`src/rtl/bcd_pkg.sv`:
```
// bcd_pkg: shared BCD digit constants and load-value sanitising helper.
package bcd_pkg;
  localparam int DIGIT_W = 4;
  localparam logic [DIGIT_W-1:0] DIGIT_MAX = 4'd9;
  localparam logic [DIGIT_W-1:0] DIGIT_MIN = 4'd0;
  function automatic logic [DIGIT_W-1:0] sanitize(input logic [DIGIT_W-1:0] v);
    return (v > DIGIT_MAX) ? DIGIT_MIN : v;
  endfunction
endpackage

```
`src/rtl/bcd_digit.sv`:
```
// bcd_digit: one mod-10 up/down digit with sync load and terminal flags.
module bcd_digit
  import bcd_pkg::*;
(
  input  logic               clk,
  input  logic               rst,
  input  logic               load,
  input  logic [DIGIT_W-1:0] ld_val,
  input  logic               step,
  input  logic               up,
  output logic [DIGIT_W-1:0] q_dig,
  output logic               at_max,
  output logic               at_min
);
  logic [DIGIT_W-1:0] q_q, q_d;
  assign at_max = (q_q == DIGIT_MAX);
  assign at_min = (q_q == DIGIT_MIN);
  assign q_dig  = q_q;
  // >= rather than == keeps the digit self-correcting toward valid BCD
  always_comb begin
    q_d = load  ? sanitize(ld_val) :
          !step ? q_q :
          up    ? ((q_q >= DIGIT_MAX) ? DIGIT_MIN : q_q + 4'd1) :
                  (at_min ? DIGIT_MAX : q_q - 4'd1);
  end
  always_ff @(posedge clk) begin
    if (rst) q_q <= DIGIT_MIN;
    else     q_q <= q_d;
  end
endmodule

```
`src/rtl/bcd_updown_counter.sv`:
```
// bcd_updown_counter: cascaded DIGITS-digit BCD up/down counter with load, wrap or saturate.
module bcd_updown_counter
  import bcd_pkg::*;
#(
  parameter int DIGITS = 4,
  parameter bit WRAP   = 1'b1
) (
  input  logic                      clk,
  input  logic                      rst,
  input  logic                      en,
  input  logic                      load,
  input  logic                      up,
  input  logic [DIGIT_W*DIGITS-1:0] d,
  output logic [DIGIT_W*DIGITS-1:0] q,
  output logic                      cout,
  output logic                      tc
);
  logic [DIGITS-1:0] at_max, at_min, flag, step;
  logic [DIGITS:0]   run;
  logic              adv;
  assign flag   = up ? at_max : at_min;
  assign run[0] = 1'b1;
  assign tc     = run[DIGITS];
  assign cout   = en & ~load & ~rst & tc;
  // saturating variant freezes every digit while parked at terminal count
  assign adv    = en & ~load & ~(cout & ~WRAP);
  for (genvar k = 0; k < DIGITS; k++) begin : g_dig
    assign run[k+1] = run[k] & flag[k];
    assign step[k]  = adv & run[k];
    bcd_digit u_dig (
      .clk    (clk),
      .rst    (rst),
      .load   (load),
      .ld_val (d[DIGIT_W*k +: DIGIT_W]),
      .step   (step[k]),
      .up     (up),
      .q_dig  (q[DIGIT_W*k +: DIGIT_W]),
      .at_max (at_max[k]),
      .at_min (at_min[k])
    );
  end
endmodule
```
`config.mk`:
```
export PLATFORM = sky130hd
export DESIGN_NAME = bcd_updown_counter
export DESIGN_NICKNAME = d
export VERILOG_FILES = /design/src/rtl/bcd_pkg.sv /design/src/rtl/bcd_digit.sv /design/src/rtl/bcd_updown_counter.sv
export SDC_FILE = /design/constraint.sdc
export NUM_CORES = 1
export LEC_CHECK = 0
export CAP_MARGIN = 0
export CORE_MARGIN = 3
export CORE_UTILIZATION = 45
export CTS_CLUSTER_SIZE = 28
export DETAILED_ROUTE_END_ITERATION = 7
export HOLD_SLACK_MARGIN = 0.08
export PLACE_DENSITY = 0.77
export SYNTH_ARGS = -nofsm -noshare
export SYNTH_HDL_FRONTEND = slang
export SYNTH_HIERARCHICAL = 1
export SYNTH_SLANG_ARGS = --single-unit
```
`constraint.sdc`:
```
create_clock -name clk -period 2.6 [get_ports clk]
set_clock_uncertainty 0.05 [all_clocks]
set_input_delay 0.26 -clock clk [delete_from_list [all_inputs] [get_ports clk]]
set_output_delay 0.26 -clock clk [all_outputs]
set_load 0.02 [all_outputs]
```
======== Word level (Yosys, flattened, before mapping) ========
Cells that the tools add are included.
W data, S select, Z words.
storage, ports and cells
  register bits ........................... 16
  word-level logic and storage cells ...... 68
cells by class
  add/sub/neg operators ................... 8
  order comparisons ....................... 8
  eq/ne operators ......................... 4
  muxes and demuxes ....................... 25
  bitwise gates (word level) .............. 11
  reduce and logical (&&, ||, !) cells .... 8
operators with widths
  cell                   number
  $mux W4                25
  $add A4 B1 Y4 const B  4
  $eq A4 B4 Y1 const B   4
  $ge A4 B4 Y1 const B   4
  $gt A4 B4 Y1 const B   4
  $logic_not A4 Y1       4
  $sub A4 B1 Y4 const B  4
  $and A1 B1 Y1          9
  $reduce_bool A2 Y1     4
  $not A1 Y1             2

======== Depth between registers and ports, before layout ========
  depth in word-level cells ............... 7
  mapped depth ............................ 11
  depth with buffers taken out ............ 11

======== By module ========
Netlist, hierarchy kept.
by module, submodules not included
  module              times used  cells each  area an instance (um2)  seq. area each (um2)
  bcd_digit           4           57          445.4                   80.1
  bcd_updown_counter  1           15          127.6                   0.0

======== Worst setup path after synthesis ========
Ideal clock, no wire load.
  kind .................................... register -> register
  start ................................... register g_dig[1].u_dig.q_q[0]
  end ..................................... register g_dig[3].u_dig.q_q[0]
  setup time .............................. 0.079 ns
  arrival time ............................ 2.079 ns
  data required time ...................... 2.471 ns
  slack ................................... 0.392 ns
  stages on the path, launching flop included .. 12
  period minus slack after synthesis ...... 2.208 ns
  path through ............................ dfxtp_1 inv_1 ha_1 nand2b_1 nor2_1 and3b_1 a31oi_2 nor2_1 nor2_1 a31oi_1 o31a_1 a211oi_2
between the ends
  cells in the longest elaborated chain, start to end .. 6
  elaborated cells on any way between the ends .. 7
  those cells by class .................... 1 x eq/ne; 1 x mux; 3 x bitwise; 2 x reduce/logical
ends and longest elaborated chain
  element                              RTL line                  text
  from (decl)                          bcd_digit.sv:15           logic [DIGIT_W-1:0] q_q, q_d;
  from (signal assigned)               bcd_digit.sv:28           else q_q <= q_d;
  $logic_not A4 Y1                     bcd_digit.sv:17           assign at_min = (q_q == DIGIT_MIN);
  named net at_min[1]                  bcd_updown_counter.sv:18  logic [DIGITS-1:0] at_max, at_min, flag, step;
  $mux W4                              bcd_updown_counter.sv:21  assign flag = up ? at_max : at_min;
  $and A1 B1 Y1 (2 in a row)           bcd_updown_counter.sv:28  assign run[k+1] = run[k] & flag[k];
  $and A1 B1 Y1                        bcd_updown_counter.sv:29  assign step[k] = adv & run[k];
  named net step[3]                    bcd_updown_counter.sv:18
  $reduce_bool A2 Y1 (no source line)  n/a
  to (signal assigned)                 bcd_digit.sv:28
  to (decl)                            bcd_digit.sv:15
The timed path passes the listed nets, and every way through them passes these cells.
A chain may end at the register's enable or synchronous reset.

======== Worst setup path in the final report ========
  start ................................... register g_dig[0].u_dig.q_q[0]
  end ..................................... output cout
between the ends
  cells in the longest elaborated chain, start to end .. 6
  elaborated cells on any way between the ends .. 7
  those cells by class .................... 1 x eq/ne; 1 x mux; 4 x bitwise; 1 x reduce/logical
ends and longest elaborated chain
  element                     RTL line                  text
  from (decl)                 bcd_digit.sv:15
  from (signal assigned)      bcd_digit.sv:28
  $logic_not A4 Y1            bcd_digit.sv:17
  named net at_min[0]         bcd_updown_counter.sv:18
  $mux W4                     bcd_updown_counter.sv:21
  $and A1 B1 Y1 (3 in a row)  bcd_updown_counter.sv:28
  $and A1 B1 Y1               bcd_updown_counter.sv:24  assign cout = en & ~load & ~rst & tc;
  to (decl)                   bcd_updown_counter.sv:15  output logic cout,
The timed path passes the listed nets, and every way through them passes these cells.

==> impl_metrics.csv <==
group,metric,value,unit
worst_hold_path,hp-start,"g_dig[3].u_dig/q_dig[0]$_SDFFE_PP0P_",
setup_path,critPathKind,"flop to primary output",
logic_synthesis,yosysMostFrequentCell,"inv_1",
logic_synthesis,syn_area_per_cell,7.86,um^2
logic_synthesis,ys_top_cells_by_count,"33 x inv_1, 19 x nor2_1, 17 x a21oi_1, 16 x dfxtp_1, 16 x ha_1",
cts,postCtsSetupBuffers,0,
sta,max_slew_margin,0.738,
logic_synthesis,yosysWarningCount,6,
global_routing,grt_usage,0.190,
cts,post_cts_resized,2,
logic_synthesis,synth_ff_type,"dfxtp_1",
cts,ctsHtreeMaxLevel,1,
cells_and_area,antennaDiodeCount,0,
cells_and_area,postLayoutCoreUtil,0.600,
job,maxCapViolCount,0,
setup_path,critPathMaxFanout,8,
logic_synthesis,synth_nets,280,
power_and_ir_drop,powerDensity,369,mW/mm^2
sta,worst_slew_pin_slew,0.393,ns
cells_and_area,final_cell_count_no_fill,339,
routing,wl,4730,um
cts,path_clk_slew,0.07,ns
sta,setup-tns-final,0,ns
logic_synthesis,netlist_instances,243,
place,dp_hpwl,3720,um
power_and_ir_drop,ir_drop,0.268,mV
power_and_ir_drop,p_leak,0.979,nW
logic_synthesis,synth_top_cell_area_share,0.168,
floorplanning,start_util,0.471,
sta,fmax,422,MHz
cts,cts_root_buffer,"clkbuf_8",
setup_path,r2r_end,"g_dig[1].u_dig/q_dig[0]$_SDFFE_PP0P_",
place,dpl.cell_count,335,
routing,drt_iter0_drc,77,
worst_hold_path,holdCritPathClass,"flop to flop",
sta,post-route-period-util,0.912,
global_routing,grt_pass1_vias,1891,
setup_path,rrSetupSlack,0.32,ns
cts,cts_buffer_depth,2,
floorplanning,rows,23,
cells_and_area,area_growth,27.5,%
place,portBuffers,38,
sta,setup_viol,0,
logic_synthesis,async_flop_share,0,
routing,dr.pass1.iters,4,
floorplanning,placeableCoreArea,0.00406,mm^2
run_status,status,"completed",
worst_hold_path,min_path_cells,2,
floorplanning,dieWidth,71.1,um
cts,cts.sinks,16,
routing,viasPerCell,5.69,
power_and_ir_drop,p_total,0.000899,W
global_routing,grt_pass1_wl,8140,um
logic_synthesis,yosysSeqAreaShare,0.168,
sta,rsz0062_at_grt,"no",
global_routing,grt_max_degree,33,
logic_synthesis,synthTopCellsByArea,"dfxtp_1 17%, ha_1 10%, inv_1 6.5%",
routing,vias,1930,
setup_path,rr_startpoint,"g_dig[0].u_dig/q_dig[0]$_SDFFE_PP0P_",
cells_and_area,fin_nets,327,
cts,cts_buffers,3,
worst_hold_path,min_to,"g_dig[3].u_dig/q_dig[0]$_SDFFE_PP0P_",
floorplanning,io_pins,39,
routing,avgRoutedWirePerCell,14.0,um
global_routing,antenna_found_initial,0,
setup_path,startpoint_type,"flop",
setup_path,critPathRequiredTime,2.29,ns
setup_path,rr_worst_depth,11,
logic_synthesis,ys_ff_latch,16,
setup_path,arrival,2.06,ns
cells_and_area,drive_gt1_frac,0.135,
cells_and_area,fillerInstances,365,
sta,final_max_slew_viol_count,0,
routing,drtAntennaViolNets,0,
floorplanning,die_h,71.1,um
place,gp_congestion,0.902,
cts,clock_latency,0.26,ns
logic_synthesis,synth_edf_count,0,
floorplanning,dieArea,0.00506,mm^2
sta,finalCriticalPeriod,2.37,ns
cells_and_area,largest_reg_flops,16,
global_routing,grt_overflow,0,
sta,hold_viol,0,
cts,cts_hold_buf,0,
logic_synthesis,synth_area,0.00191,mm^2
setup_path,end_kind,"primary output",
logic_synthesis,synth.distinct_cells,38,
cts,cts_tree,"yes",
logic_synthesis,yosys.area.top_type,"dfxtp_1",
routing,remaining_drc_errors,0,
## worst max-delay path, cell delays in order (launching register included)
cell	delay, ns
dfxtp_1	0.38
inv_1	0.14
ha_1	0.20
nand2b_1	0.10
nor2_1	0.14
mux2_4	0.18
nand2_4	0.06
nor4_2	0.24
dlygate4sd2_1	0.36
## final cells by class
type,count,area [um^2],share of cell area
multi-input combinational,185,1390,0.570
timing repair buffer,51,479,0.197
sequential,16,325,0.134
inverter,33,124,0.0509
tap,50,62.6,0.0257
clock buffer,4,55.1,0.0226
## power by group
| part | total [W] | internal (W) | switching (W) |
|---|---|---|---|
| clock network | 0.000232 | 0.000135 | 0.0000979 |
| registers | 0.000288 | 0.000262 | 0.0000259 |
| logic | 0.000378 | 0.000184 | 0.000195 |
## worst max path at each step
stage | slack (ns) | cells after the start | from | end
after floorplan | 0.39 | 11 | g_dig[1].u_dig/q_dig[0]$_SDFFE_PP0P_ | g_dig[3].u_dig/q_dig[0]$_SDFFE_PP0P_
after global placement | 0.18 | 5 | up | cout
after detailed placement | 0.18 | 5 | up | cout
after CTS | 0.02 | 8 | g_dig[1].u_dig/q_dig[1]$_SDFFE_PP0P_ | tc
after global routing | 0.05 | 8 | g_dig[0].u_dig/q_dig[0]$_SDFFE_PP0P_ | cout
final | 0.23 | 8 | g_dig[0].u_dig/q_dig[0]$_SDFFE_PP0P_ | cout
## metrics by stage
stage	setup slack (ns)	hold slack [ns]	cell area, um^2
after global placement	0.181	0.468	2370
final	0.228	0.486	2430
after floorplan	0.392	0.275	1910
after global routing	0.0489	0.513	2430
after detailed placement	0.181	0.476	2370
after CTS	0.0236	0.487	2430
## cells in the final DEF, fill, tap and decap left out, types with 2 or more instances in the layout
master           count
a31oi_1              4
xnor2_1              8
nor2_1              19
a32o_1               4
o311ai_0             4
dfxtp_1             12
nand3_1             12
nand2b_1             4
clkbuf_8             4
o21a_1               8
o221a_1              4
o221ai_1             4
ha_1                16
o31a_1               8
a221oi_1             4
a211oi_2             4
nor3b_2              4
nor4_1               4
inv_1               33
nor4_2               5
and2b_2              2
nand2_1              8
nor3_1               4
nor3b_1              4
and3_1               4
clkdlybuf4s50_1     36
buf_4               13
dfxtp_2              4
nor2b_1              4
o21bai_1             8
o21ai_1              4
a21oi_1             17
o21ai_0              4
and2b_1              4
## per-layer routing
metal | up-vias | GRT usage | part of all wire
li1 | 979 | - | -
met1 | 896 | 0.230 | 0.43
met2 | 49 | 0.353 | 0.51
met3 | 6 | 0.0185 | 0.058
met4 | 0 | 0.0543 | 0.0093
met5 | - | 0 | 0
## kinds of logic (layout without fill, tap and decap cells)
kind of cell	count (synthesis)	count (layout)	share of synthesized area
compound gates	79	79	0.315
xor+xnor	8	8	0.0367
fa+ha+maj	16	16	0.105
buf+inv	42	88	0.105
flops	16	16	0.168
mux	2	2	0.0131
simple gates	80	80	0.258
No activity file was read; power rests on OpenSTA's default activity.
